==> src/rtl/spi_pkg.sv <==
// Shared types and constants for the SPI master sequencer.
package spi_pkg;

  localparam int unsigned EDGE_W = 5;
  localparam int unsigned HALF_W = 7;

  localparam logic [HALF_W-1:0] HALF_DIV4   = 7'd2;
  localparam logic [HALF_W-1:0] HALF_DIV16  = 7'd8;
  localparam logic [HALF_W-1:0] HALF_DIV64  = 7'd32;
  localparam logic [HALF_W-1:0] HALF_DIV128 = 7'd64;

  typedef enum logic [1:0] {
    IDLE = 2'd0,
    LOAD = 2'd1,
    XFER = 2'd2,
    DONE = 2'd3
  } state_e;

  // Clock cycles per SCK half period for a divider select code.
  function automatic logic [HALF_W-1:0] half_of(input logic [1:0] spr);
    logic [HALF_W-1:0] h;
    case (spr)
      2'b00:   h = HALF_DIV4;
      2'b01:   h = HALF_DIV16;
      2'b10:   h = HALF_DIV64;
      default: h = HALF_DIV128;
    endcase
    return h;
  endfunction

endpackage

==> src/rtl/spi_clk_div.sv <==
// SCK half-period timer: one-cycle tick every HALF clocks while running.
module spi_clk_div
  import spi_pkg::*;
#(
  parameter int unsigned CNT_WIDTH = 7
) (
  input  logic       clk,
  input  logic       rst,
  input  logic [1:0] spr,
  input  logic       run,
  input  logic       clr,
  output logic       tick_c
);

  logic [CNT_WIDTH-1:0] cnt_q;
  logic [CNT_WIDTH-1:0] cnt_d;
  logic [CNT_WIDTH-1:0] last_c;

  // Count 0..HALF-1 and wrap; park at zero when idle or cleared.
  always_comb begin
    last_c = CNT_WIDTH'(half_of(spr) - HALF_W'(1));
    tick_c = run && !clr && (cnt_q == last_c);
    cnt_d  = cnt_q + CNT_WIDTH'(1);
    if (!run || clr || (cnt_q == last_c)) begin
      cnt_d = '0;
    end
  end

  // Counter register with synchronous active-low reset.
  always_ff @(posedge clk) begin
    if (!rst) begin
      cnt_q <= '0;
    end else begin
      cnt_q <= cnt_d;
    end
  end

endmodule

==> src/rtl/spi_master_ctrl.sv <==
// SPI master sequencer: SCK/SS_n generation and shifter strobes.
module spi_master_ctrl
  import spi_pkg::*;
#(
  parameter int unsigned DWIDTH    = 8,
  parameter int unsigned CNT_WIDTH = 7
) (
  input  logic       clk,
  input  logic       rst,
  input  logic       spe,
  input  logic       mstr,
  input  logic       cpol,
  input  logic       cpha,
  input  logic [1:0] spr,
  input  logic       spdr_wr,
  input  logic       spif_clr,
  output logic       sck,
  output logic       ss_n,
  output logic       sample_strb,
  output logic       shift_strb,
  output logic       shifter_en,
  output logic       spdr_load,
  output logic       spdr_capture,
  output logic       spif,
  output logic       wcol,
  output logic       busy
);

  localparam logic [EDGE_W-1:0] LAST_EDGE = EDGE_W'(2 * DWIDTH);

  state_e            state_q, state_d;
  logic              sck_q, sck_d;
  logic              ss_n_q, ss_n_d;
  logic              sample_strb_q, sample_strb_d;
  logic              shift_strb_q, shift_strb_d;
  logic              spdr_load_q, spdr_load_d;
  logic              spdr_capture_q, spdr_capture_d;
  logic              shifter_en_q, shifter_en_d;
  logic              spif_q, spif_d;
  logic              wcol_q, wcol_d;
  logic              busy_q, busy_d;
  logic [EDGE_W-1:0] edge_q, edge_d;
  logic              cpol_q, cpol_d;
  logic              cpha_q, cpha_d;
  logic [1:0]        spr_q, spr_d;

  logic              tick_c;
  logic              abort_c;
  logic              run_c;
  logic [EDGE_W-1:0] edge_nx_c;

  assign run_c = (state_q != IDLE);

  spi_clk_div #(
    .CNT_WIDTH (CNT_WIDTH)
  ) u_clk_div (
    .clk    (clk),
    .rst    (rst),
    .spr    (spr_q),
    .run    (run_c),
    .clr    (abort_c),
    .tick_c (tick_c)
  );

  // Next-state and registered-output decode.
  always_comb begin
    state_d        = state_q;
    sck_d          = sck_q;
    ss_n_d         = ss_n_q;
    sample_strb_d  = 1'b0;
    shift_strb_d   = 1'b0;
    spdr_load_d    = 1'b0;
    spdr_capture_d = 1'b0;
    edge_d         = edge_q;
    cpol_d         = cpol_q;
    cpha_d         = cpha_q;
    spr_d          = spr_q;
    abort_c        = 1'b0;
    edge_nx_c      = edge_q + EDGE_W'(1);

    case (state_q)
      IDLE: begin
        sck_d  = cpol;
        ss_n_d = 1'b1;
        edge_d = '0;
        if (spdr_wr && spe && mstr) begin
          state_d      = LOAD;
          cpol_d       = cpol;
          cpha_d       = cpha;
          spr_d        = spr;
          ss_n_d       = 1'b0;
          spdr_load_d  = 1'b1;
          // With cpha=0 the MSB must be on MOSI before the first edge.
          shift_strb_d = !cpha;
        end
      end
      LOAD: begin
        state_d = XFER;
      end
      XFER: begin
        if (tick_c) begin
          edge_d = edge_nx_c;
          sck_d  = !sck_q;
          if (edge_nx_c[0]) begin
            sample_strb_d = !cpha_q;
            shift_strb_d  = cpha_q;
          end else begin
            sample_strb_d = cpha_q;
            shift_strb_d  = !cpha_q && (edge_nx_c != LAST_EDGE);
          end
          if (edge_nx_c == LAST_EDGE) begin
            state_d = DONE;
          end
        end
      end
      DONE: begin
        sck_d = cpol_q;
        if (tick_c) begin
          spdr_capture_d = 1'b1;
          ss_n_d         = 1'b1;
          state_d        = IDLE;
        end
      end
      default: begin
        state_d = IDLE;
      end
    endcase

    // Losing SPI enable mid-transfer drops straight back to idle.
    if ((state_q != IDLE) && !spe) begin
      abort_c        = 1'b1;
      state_d        = IDLE;
      sck_d          = cpol;
      ss_n_d         = 1'b1;
      sample_strb_d  = 1'b0;
      shift_strb_d   = 1'b0;
      spdr_capture_d = 1'b0;
      edge_d         = '0;
    end

    // Flags: a set in the same cycle as a clear wins.
    spif_d = spdr_capture_d || (spif_q && !spif_clr);
    wcol_d = (spdr_wr && (state_q != IDLE)) || (wcol_q && !spif_clr);

    busy_d       = (state_d != IDLE);
    shifter_en_d = busy_d;
  end

  // State and output registers with synchronous active-low reset.
  always_ff @(posedge clk) begin
    if (!rst) begin
      state_q        <= IDLE;
      sck_q          <= 1'b0;
      ss_n_q         <= 1'b1;
      sample_strb_q  <= 1'b0;
      shift_strb_q   <= 1'b0;
      spdr_load_q    <= 1'b0;
      spdr_capture_q <= 1'b0;
      shifter_en_q   <= 1'b0;
      spif_q         <= 1'b0;
      wcol_q         <= 1'b0;
      busy_q         <= 1'b0;
      edge_q         <= '0;
      cpol_q         <= 1'b0;
      cpha_q         <= 1'b0;
      spr_q          <= 2'b00;
    end else begin
      state_q        <= state_d;
      sck_q          <= sck_d;
      ss_n_q         <= ss_n_d;
      sample_strb_q  <= sample_strb_d;
      shift_strb_q   <= shift_strb_d;
      spdr_load_q    <= spdr_load_d;
      spdr_capture_q <= spdr_capture_d;
      shifter_en_q   <= shifter_en_d;
      spif_q         <= spif_d;
      wcol_q         <= wcol_d;
      busy_q         <= busy_d;
      edge_q         <= edge_d;
      cpol_q         <= cpol_d;
      cpha_q         <= cpha_d;
      spr_q          <= spr_d;
    end
  end

  assign sck          = sck_q;
  assign ss_n         = ss_n_q;
  assign sample_strb  = sample_strb_q;
  assign shift_strb   = shift_strb_q;
  assign spdr_load    = spdr_load_q;
  assign spdr_capture = spdr_capture_q;
  assign shifter_en   = shifter_en_q;
  assign spif         = spif_q;
  assign wcol         = wcol_q;
  assign busy         = busy_q;

endmodule
==> config.mk <==
export PLATFORM = sky130hd
export DESIGN_NAME = spi_master_ctrl
export DESIGN_NICKNAME = d
export VERILOG_FILES = /design/src/rtl/spi_pkg.sv /design/src/rtl/spi_clk_div.sv /design/src/rtl/spi_master_ctrl.sv
export SDC_FILE = /design/constraint.sdc
export NUM_CORES = 1
export LEC_CHECK = 0
export CAP_MARGIN = 20
export CORE_MARGIN = 4
export CORE_UTILIZATION = 44
export CTS_CLUSTER_SIZE = 20
export DETAILED_ROUTE_END_ITERATION = 6
export PLACE_DENSITY = 0.77
export SYNTH_ARGS = -nofsm -noshare
export SYNTH_HDL_FRONTEND = slang
export SYNTH_SLANG_ARGS = --single-unit
==> constraint.sdc <==
create_clock -name clk -period 2.6 [get_ports clk]
set_input_delay 0.52 -clock clk [delete_from_list [all_inputs] [get_ports clk]]
set_output_delay 0.52 -clock clk [all_outputs]
set_load 0.05 [all_outputs]
# --- Word level (Yosys, flattened, before mapping) ---
# Cells that the tools add are included.
op_classes:
  add_sub_neg: 3
  n_eq_ne: 11
  muxes: 25
  bitwise_logic: 3
  n_reduce_logical: 35
op_table:
  columns: ["operator", "n"]
  rows:
  - ["$pmux 7 s3", 1]
  - ["$mux 1", 13]
  - ["$mux 2", 5]
  - ["$pmux 5 s2", 1]
  - ["$reduce_and 2->1", 5]
  - ["$logic_and 1x1->1", 9]
  - ["$pmux 2 s4", 1]
  - ["$reduce_bool 2->1", 4]
  - ["$add 7x1->7 const B", 1]
  - ["$eq 7x7->1", 1]
  - ["$logic_not 1->1", 7]
  - ["$sub 7x1->7 const B", 1]
  - ["$eq 2x2->1 const B", 3]
  - ["$add 5x1->5 const B", 1]
  - ["$eq 5x5->1 const B", 1]
  - ["$mux 5", 1]
  - ["$ne 5x5->1 const B", 1]
  - ["$eq 2x1->1 const B", 2]
  - ["$logic_not 2->1", 2]
  - ["$logic_or 1x1->1", 4]
  - ["$ne 2x2->1 const B", 2]
  - ["$pmux 1 s2", 2]
  - ["$reduce_bool 4->1", 1]
  - ["$reduce_or 2->1", 2]
  - ["4 further kinds", 6]
word_totals:
  reg_bits: 27
  inputBits: 10
  output_inout_bits: 10
  elab_cells: 92

# --- Longest topological paths before layout ---
# Gate-level depths: netlist of run 1.
logic_depth:
  ltp_word: 10
  mapped_depth: 9
  ltp_nobuf: 7

# --- Modules after synthesis ---
# Synthesis of run 1 repeated with hierarchy kept, for this count alone.
hier_totals:
  cells_unflattened: 151
  hier_area_um2: 1375.1
modules_own_cells:
  columns: ["mod", "instances", "cells_per_inst", "area_per_inst_um2", "seq_area_each_um2"]
  rows:
  - ["spi_master_ctrl", 1, 112, 987.2, 400.4]
  - ["spi_clk_div", 1, 39, 387.9, 140.1]

# --- Worst setup path before layout of run 1 ---
# OpenSTA, ideal clock, no wires.
synth_path:
  kind: "register to register"
  start: "register state_q[0]"
  end: "register busy_q, in the netlist busy"
  setup_ns: 0.123
  arrival_time_ns: 1.794
  required_time_ns: 2.477
  slack_ns: 0.683
  path_stages_with_launch: 8
  path_buffers: 1
  period_less_slack_ns: 1.917
  path_cell_list: "dfxtp_1 -> inv_1 -> ha_1 -> clkbuf_1 -> nand2b_1 -> nor3_1 -> o2111a_1 -> o32ai_1"
synth_via:
  elab_chain_len: 10
  word_cells_on_any_way: 17
  classes_between: "eq/ne: 3; mux: 7; reduce/logical: 7"
synth_rtl:
  columns: ["item", "line_no", "text"]
  rows:
  - ["from (decl)", "spi_master_ctrl.sv:31", "state_e state_q, state_d;"]
  - ["from (signal assigned)", "spi_master_ctrl.sv:168", "state_q <= state_d;"]
  - ["$reduce_bool 2->1", "spi_master_ctrl.sv:52, spi_master_ctrl.sv:130", null]
  - ["$logic_and 1x1->1", "spi_master_ctrl.sv:130", "if ((state_q != IDLE) && !spe) begin"]
  - ["$mux 1", "spi_master_ctrl.sv:130", null]
  - ["$logic_not 1->1", "spi_clk_div.sv:22", "tick_c = run && !clr && (cnt_q == last_c);"]
  - ["$logic_and 1x1->1 (2 in a row)", "spi_clk_div.sv:22", null]
  - ["$mux 2 (on tied branches)", "spi_master_ctrl.sv:118, spi_master_ctrl.sv:101", null]
  - ["$pmux 2 s4", "spi_master_ctrl.sv:81", "case (state_q)"]
  - ["$mux 2 (*)", "spi_master_ctrl.sv:130", null]
  - ["$reduce_bool 2->1 (*)", "spi_master_ctrl.sv:145", "busy_d = (state_d != IDLE);"]
  - ["to (signal assigned)", "spi_master_ctrl.sv:178", "busy_q <= busy_d;"]
  - ["to (decl)", "spi_master_ctrl.sv:41", "logic busy_q, busy_d;"]
# Every way passes the cells marked *; elsewhere a longest branch is shown, timed or not.
# A chain may end at the register's enable or synchronous reset.

# --- Worst setup path after layout of run 1 ---
layout_path:
  start: "register state_q[0]"
  end: "register sample_strb_q, in the netlist sample_strb"
layout_via:
  elab_chain_len: 8
  word_cells_on_any_way: 10
  classes_between: "eq/ne: 1; mux: 1; bitwise: 2; reduce/logical: 6"
layout_rtl:
  columns: ["item", "line_no", "text"]
  rows:
  - ["$reduce_bool 2->1", "spi_master_ctrl.sv:52, spi_master_ctrl.sv:130", null]
  - ["$logic_and 1x1->1", "spi_master_ctrl.sv:130", null]
  - ["$mux 1", "spi_master_ctrl.sv:130", null]
  - ["$logic_not 1->1", "spi_clk_div.sv:22", null]
  - ["$logic_and 1x1->1 (2 in a row)", "spi_clk_div.sv:22", null]
  - ["$not 1->1 (no source line)", null, null]
  - ["$reduce_or 4->1 (no source line) (*)", null, null]
  - ["to (signal assigned)", "spi_master_ctrl.sv:171", "sample_strb_q <= sample_strb_d;"]
  - ["to (decl)", "spi_master_ctrl.sv:34", "logic sample_strb_q, sample_strb_d;"]
# Marked as above.

==> reports/qor.yml, run 1 <==
final_min_period_over_clock_period: 0.819
min_delay_path_depth: 2
path_class: "register to register"
first_global_vias: 1172
critical_path.max_stage_delay_ps: 510
number_of_flops_mapped_to_enable_cells_by_yosys: 0
startpoint_type: "register"
ios: 20
fin_cells: 214
hold_violations: 0
grt_start_max_net_pins: 17
post-cts-setup-buffers: 0
crit_path_cell_trace: "inv_1 -> ha_1 -> nand2b_1 -> nor3_1 -> buf_4 -> nand2_1 -> nor4_1"
worst_ir_drop_vdd_v: 0.000299
average_wire_per_cell_in_the_routed_design_um: 14.6
fin_ws_ps: 472
route.antenna.remaining_nets: 0
worst_r2r_endpoint: "sample_strb"
global_route_wire_length_before_repair_um: 5060
r2r_start: "state_q[0]"
drive_above_1_share: 0.0437
leakagePower_nw: 0.587
cts-resized-gates: 0
min-delay-start: "wcol"
status: "completed"
cp_max_fo: 16
global_route.usage.total: 0.151
antenna_found_initial: 0
clock_sink_count: 27
cts.hold.buffers_added: 0
ys_ff_latch: 27
synth-async-reset-ratio: 0
grt_setup_unrepaired: "false"
ctsHtreeMaxLevel: 1
synth_top_cell_by_area: "sky130_fd_sc_hd__dfxtp_1"
timing.critical_path.arrival_ps: 2360
drt-vias-per-instance: 5.97
drt-initial-drc-count: 65
gp_congestion: 0.860
internal_reg_to_reg_setup_slack_ps: 470
maxCapViolations: 0
synth.net_count: 180
cts_tree: "yes"
vias: 1278
synth_top_area_frac: 0.395
whs_endpoint: "wcol"
path_type_of_the_worst_min_delay_path: "register to register"
pwr_density_cell_nw_per_um2: 421
slowest_cell_on_crit_path: "sky130_fd_sc_hd__dfxtp_1"
data_required_time_at_the_worst_endpoint_ps: 2840
cts_buffer_depth: 2
inserted_diodes: 0
initial_core_utilization: 0.480
worstSetupEndpointType: "register"
dieArea_sq_um: 4070
max-slew-margin-rel: 0.583
dieWidth_um: 63.8
dp.cells: 210
achievable-frequency_mhz: 470
row_count: 19
areaGrowthSynthToFinish_pct: 17.7
cp-startpoint: "state_q[0]"
overflow: 0
finalClockSkew_ps: 12.5
detail_route.wirelength_um: 3120
yosysSeqAreaShare: 0.395
cts_inserted_buffers: 3
hpwl_um: 2280
remaining_drc_errors: 0
netlist_top_cells_count: "sky130_fd_sc_hd__dfxtp_1, sky130_fd_sc_hd__nor2_1, sky130_fd_sc_hd__nand2_1, sky130_fd_sc_hd__nand3_1"
design.final.nets: 199
final_area_sq_um: 1610
syn-instance-count: 165
clk_root_buffer_cell: "sky130_fd_sc_hd__clkbuf_4"
postSynthAreaPerCell_sq_um: 8.30
setup-violations-final: 0
worstSkewPairLatency_ps: 340
netlist_area_sq_um: 1370
place_worst_setup_slack_ps: 361
die_h_um: 63.8
yosys_warnings: 0
floorplan.core_area_sq_um: 2850
slew_at_the_pin_closest_to_its_max_slew_limit_ps: 621
synthMostInstantiatedCell: "sky130_fd_sc_hd__dfxtp_1"
synthFlopType: "sky130_fd_sc_hd__dfxtp_1"
setup-tns-final_ps: 0
ys_types: 42
placement.cell_area_sq_um: 1580
clk_transition_reported_paths_ps: 140
period_needed_ps: 2130
reg2regPathDepth: 7
firstDrtPassIters: 4
synth_area_leaders: "sky130_fd_sc_hd__dfxtp_1, sky130_fd_sc_hd__nor2_1, sky130_fd_sc_hd__ha_1, sky130_fd_sc_hd__nand2_1, sky130_fd_sc_hd__mux2i_1"
timing.final.max_slew_violations: 0
port_buffer_count: 19
## how the worst max path moves through the flow
stage | end | depth (start not counted) | slack, ps
6_report | sample_strb | 7 | 470
4_1_cts | sample_strb | 7 | 510
2_1_floorplan | busy | 7 | 680
3_5_place_dp | edge_q[4] | 5 | 360
5_1_grt | sample_strb | 7 | 330
3_3_place_gp | edge_q[4] | 5 | 420
## per-stage QoR
step	total power, mW	hold slack, ps	util
after CTS	0.681	492	0.565
after detailed placement	0.497	470	0.554
final	0.679	484	0.565
after floorplan	0.470	437	-
after global placement	0.496	459	0.554
after global routing	0.709	527	0.565
## logic make-up (layout without fill, tap and decap cells)
logic type / Yosys count / after routing / share of synthesized area
muxes: 5 / 5 / 0.0366
buffers and inverters: 14 / 32 / 0.0420
adders and majority gates: 5 / 5 / 0.0457
and+or+nand+nor: 74 / 74 / 0.271
xor gates and xnor gates: 5 / 5 / 0.0320
DFF: 27 / 27 / 0.395
AOI/OAI and AO/OA: 35 / 35 / 0.178
## worst max-delay path: cells and delay by family, from the launching register on
kind / cells / cell delay [ps]
AND/OR/NAND/NOR: 4 / 810
flip-flops: 1 / 510
adder cells (fa/ha/maj): 1 / 390
buffers and inverters: 2 / 330
## cell type report
type                            instances  area, sq um
Timing Repair Buffer                   21          205
Clock inverter                          1         7.51
Clock buffer                            3         22.5
Fill cell                             258         1240
Inverter                                7         26.3
Sequential cell                        27          541
Tap cell                               31         38.8
Multi-Input combinational cell        124          771
## power by group
part	internal, mW	total (mW)	switching, mW
registers	0.419	0.423	0.00414
clock network	0.0590	0.190	0.131
logic	0.0295	0.0656	0.0361
total	0.508	0.679	0.171
## flip-flops by register name, indices dropped and copies added, names as in the netlist
name             count
edge_q               5
cpha_q               1
shift_strb           1
state_q              2
busy                 1
spdr_load            1
ss_n                 1
spr_q                2
wcol                 1
spif                 1
sck                  1
cpol_q               1
spdr_capture         1
u_clk_div.cnt_q      7
sample_strb          1
## routing by layer
metal / vias to the layer above / global-route usage / share of wire
met1: 592 / 0.194 / 0.47
met3: 6 / 0.0298 / 0.060
met4: 0 / 0.0593 / 0.010
met2: 48 / 0.249 / 0.46
li1: 632 / - / -
met5: - / 0 / 0
## cells in the final DEF (no fill, tap or decap), types with 4 or more instances in the layout
master,n
sky130_fd_sc_hd__a21oi_1,7
sky130_fd_sc_hd__a31oi_1,4
sky130_fd_sc_hd__clkdlybuf4s50_1,19
sky130_fd_sc_hd__dfxtp_1,27
sky130_fd_sc_hd__ha_1,5
sky130_fd_sc_hd__inv_1,6
sky130_fd_sc_hd__mux2i_1,5
sky130_fd_sc_hd__nand2_1,14
sky130_fd_sc_hd__nand2b_1,7
sky130_fd_sc_hd__nand3_1,9
sky130_fd_sc_hd__nand4_1,4
sky130_fd_sc_hd__nor2_1,20
sky130_fd_sc_hd__nor3_1,4
sky130_fd_sc_hd__o211ai_1,4
sky130_fd_sc_hd__o21ai_0,4
sky130_fd_sc_hd__xor2_1,4
Note: power is estimated with default switching activity, not from simulation.
==> run 2, diff against run 1 <==
Clock period 2.6 ns to 2.1 ns, I/O delays scaled along.
==> run 2 against run 1 <==
Compared with the run above:
- clock skew is 11 ps lower
- clock power grew 23%
- critical path depth decreased by 2
- power grew 25%
- via count rose by 2.9%
- non-clock buffer count up 7
- clock-buffer cell count did not move
- cell count up 3.3%
- first-iteration DRC count increased by 11%
- global-route usage up 1.3 points
- final area up 3.4%
- critical endpoint is now edge_q[4]
- largest power group unchanged
- highest routed layer unchanged
==> reports/qor.yml, run 2 (synthesis gave the netlist of run 1 again) <==
status: "completed"  # unchanged
final_area_sq_um: 1670  # was 1610 sq um
final_util: 0.584  # was 0.565
worstPathBufferInverterCount: 2  # unchanged
pwr_density_cell_nw_per_um2: 508  # was 421 nW/um^2
grt_start_max_net_pins: 17  # unchanged
regMostFlops: "u_clk_div.cnt_q"  # unchanged
cp_max_fo: 11  # was 16
dieArea_sq_um: 4070  # unchanged
cts_inserted_buffers: 3  # unchanged
final-seq-area_sq_um: 541  # unchanged
finalClockSkew_ps: 1.90  # was 12.5 ps
gp_congestion: 0.885  # was 0.860
period_needed_ps: 1960  # was 2130 ps
max-slew-margin-rel: 0.667  # was 0.583
setup-tns-final_ps: 0  # unchanged
drive_above_1_share: 0.0842  # was 0.0437
design.final.nets: 206  # was 199
vias: 1315  # was 1278
route.antenna.remaining_nets: 0  # unchanged
global_route_wire_length_before_repair_um: 5450  # was 5060 um
drt-vias-per-instance: 5.95  # was 5.97
maxCapViolations: 0  # unchanged
hold_violations: 0  # unchanged
antenna_found_initial: 0  # unchanged
place_worst_setup_slack_ps: 92.9  # was 361 ps
startpoint_type: "register"  # unchanged
whs_ps: 481  # was 484 ps
n_fill_cell: 270  # was 258
achievable-frequency_mhz: 511  # was 470 MHz
grt_setup_unrepaired: "false"  # unchanged
firstDrtPassIters: 4  # unchanged
ios: 20  # unchanged
final_min_period_over_clock_period: 0.931  # was 0.819
initial_core_utilization: 0.480  # unchanged
drt-initial-drc-count: 72  # was 65
inserted_diodes: 0  # unchanged
reg.largest.list: "u_clk_div.cnt_q: 7 flops, edge_q: 5 flops"  # unchanged
first_global_vias: 1192  # was 1172
data_required_time_at_the_worst_endpoint_ps: 2370  # was 2840 ps
worstSkewPairLatency_ps: 330  # was 340 ps
remaining_drc_errors: 0  # unchanged
placement.cell_area_sq_um: 1630  # was 1580 sq um
mostFrequentLayoutCell: "sky130_fd_sc_hd__dfxtp_1"  # unchanged
worst_ir_drop_vdd_v: 0.000315  # was 0.000299 V
dieWidth_um: 63.8  # unchanged
fin_ws_ps: 144  # was 472 ps
die_h_um: 63.8  # unchanged
overflow: 0  # unchanged
slowest_cell_on_crit_path: "sky130_fd_sc_hd__or4_1"  # was sky130_fd_sc_hd__dfxtp_1
cts_buffer_depth: 2  # unchanged
path_class: "register to register"  # unchanged
cts_tree: "yes"  # unchanged
largest_register_ff_count: 7  # unchanged
ctsHtreeMaxLevel: 1  # unchanged
hpwl_um: 2400  # was 2280 um
leakagePower_nw: 0.619  # was 0.587 nW
crit_path_cell_trace: "inv_1 -> ha_1 -> inv_1 -> or4_1 -> a31oi_1"  # was inv_1 -> ha_1 -> nand2b_1 -> nor3_1 -> buf_4 -> nand2_1 -> nor4_1
worstSetupEndpointType: "register"  # unchanged
path_type_of_the_worst_min_delay_path: "register to register"  # unchanged
kind_of_cell_adding_the_most_delay_to_the_critical_path: "simple AND/OR/NAND/NOR gates"  # unchanged
clk_transition_reported_paths_ps: 150  # was 140 ps
port_buffer_count: 19  # unchanged
fin_cells: 221  # was 214
multi_input_area_sq_um: 773  # was 771 sq um
timing.final.max_slew_violations: 0  # unchanged
slew_at_the_pin_closest_to_its_max_slew_limit_ps: 498  # was 621 ps
clk_root_buffer_cell: "sky130_fd_sc_hd__clkbuf_4"  # unchanged
row_count: 19  # unchanged
post-cts-setup-buffers: 0  # unchanged
timing.critical_path.arrival_ps: 2230  # was 2360 ps
mostFrequentLayoutCells: "sky130_fd_sc_hd__dfxtp_1, sky130_fd_sc_hd__nor2_1, sky130_fd_sc_hd__clkdlybuf4s50_1"  # unchanged
global_route.usage.total: 0.164  # was 0.151
average_wire_per_cell_in_the_routed_design_um: 14.4  # was 14.6 um
detail_route.wirelength_um: 3180  # was 3120 um
setup-violations-final: 0  # unchanged
total_power_uw: 846  # was 679 uW
dp.cells: 217  # was 210
crit_path_frequent_cell: "sky130_fd_sc_hd__inv_1"
critical_path.max_stage_delay_ps: 530  # was 510 ps
clock_sink_count: 27  # unchanged
floorplan.core_area_sq_um: 2850  # unchanged
areaGrowthSynthToFinish_pct: 21.8  # was 17.7%
## run 2: cell count changes in the layout (fill, tap and decap cells not counted)
cell	delta
sky130_fd_sc_hd__ha_2	+1
sky130_fd_sc_hd__buf_4	+7
sky130_fd_sc_hd__ha_1	-1
## run 2: worst register-to-register path, stage by stage, from the launching register on
cell and delay, ps:
sky130_fd_sc_hd__dfxtp_1 400, sky130_fd_sc_hd__inv_1 140, sky130_fd_sc_hd__ha_1 410, sky130_fd_sc_hd__inv_1 250, sky130_fd_sc_hd__or4_1 540, sky130_fd_sc_hd__a31oi_1 160
## run 2: path summary, 6_finish.rpt
kind,from,end,slack (ps),cells past startpoint
hold / removal,wcol,wcol,480,2
setup / recovery,state_q[0],edge_q[4],140,5
hold reg to reg,wcol,wcol,480,2
setup reg to reg,state_q[0],edge_q[4],140,5
## run 2: final cells by class
cell class / count / share of cell area
repair buffers: 28 / 0.155
well taps: 31 / 0.0233
clock buffers: 3 / 0.0135
inverters: 7 / 0.0158
multi-input cells: 124 / 0.464
flip-flops and latches: 27 / 0.324
clock inverters: 1 / 0.00450
## run 2: timing repair
action | CTS | global route
setup endpoints to repair | 0 | 1
gates resized for setup | 0 | 1
hold buffers | 0 | 0
## run 2: report_power, final
| group | total, mW | switching [mW] | internal [mW] |
|---|---|---|---|
| Combinational | 0.0892 | 0.0464 | 0.0427 |
| Sequential | 0.524 | 0.00513 | 0.519 |
| Clock | 0.233 | 0.160 | 0.0729 |
## run 2: layer usage
layer | wire length, um | global-route usage | vias up
li1 | - | - | 642
met1 | 1370 | 0.228 | 613
met2 | 1500 | 0.262 | 54
met3 | 257 | 0.0245 | 6
met4 | 51 | 0.0512 | 0
met5 | 0 | 0 | -
==> run 3, diff against run 2 <==
Settings changed: CTS_CLUSTER_SIZE 20 to not set.
==> results of run 3 <==
Same layout as run 2: the final DEF is identical, and so are final timing and power.
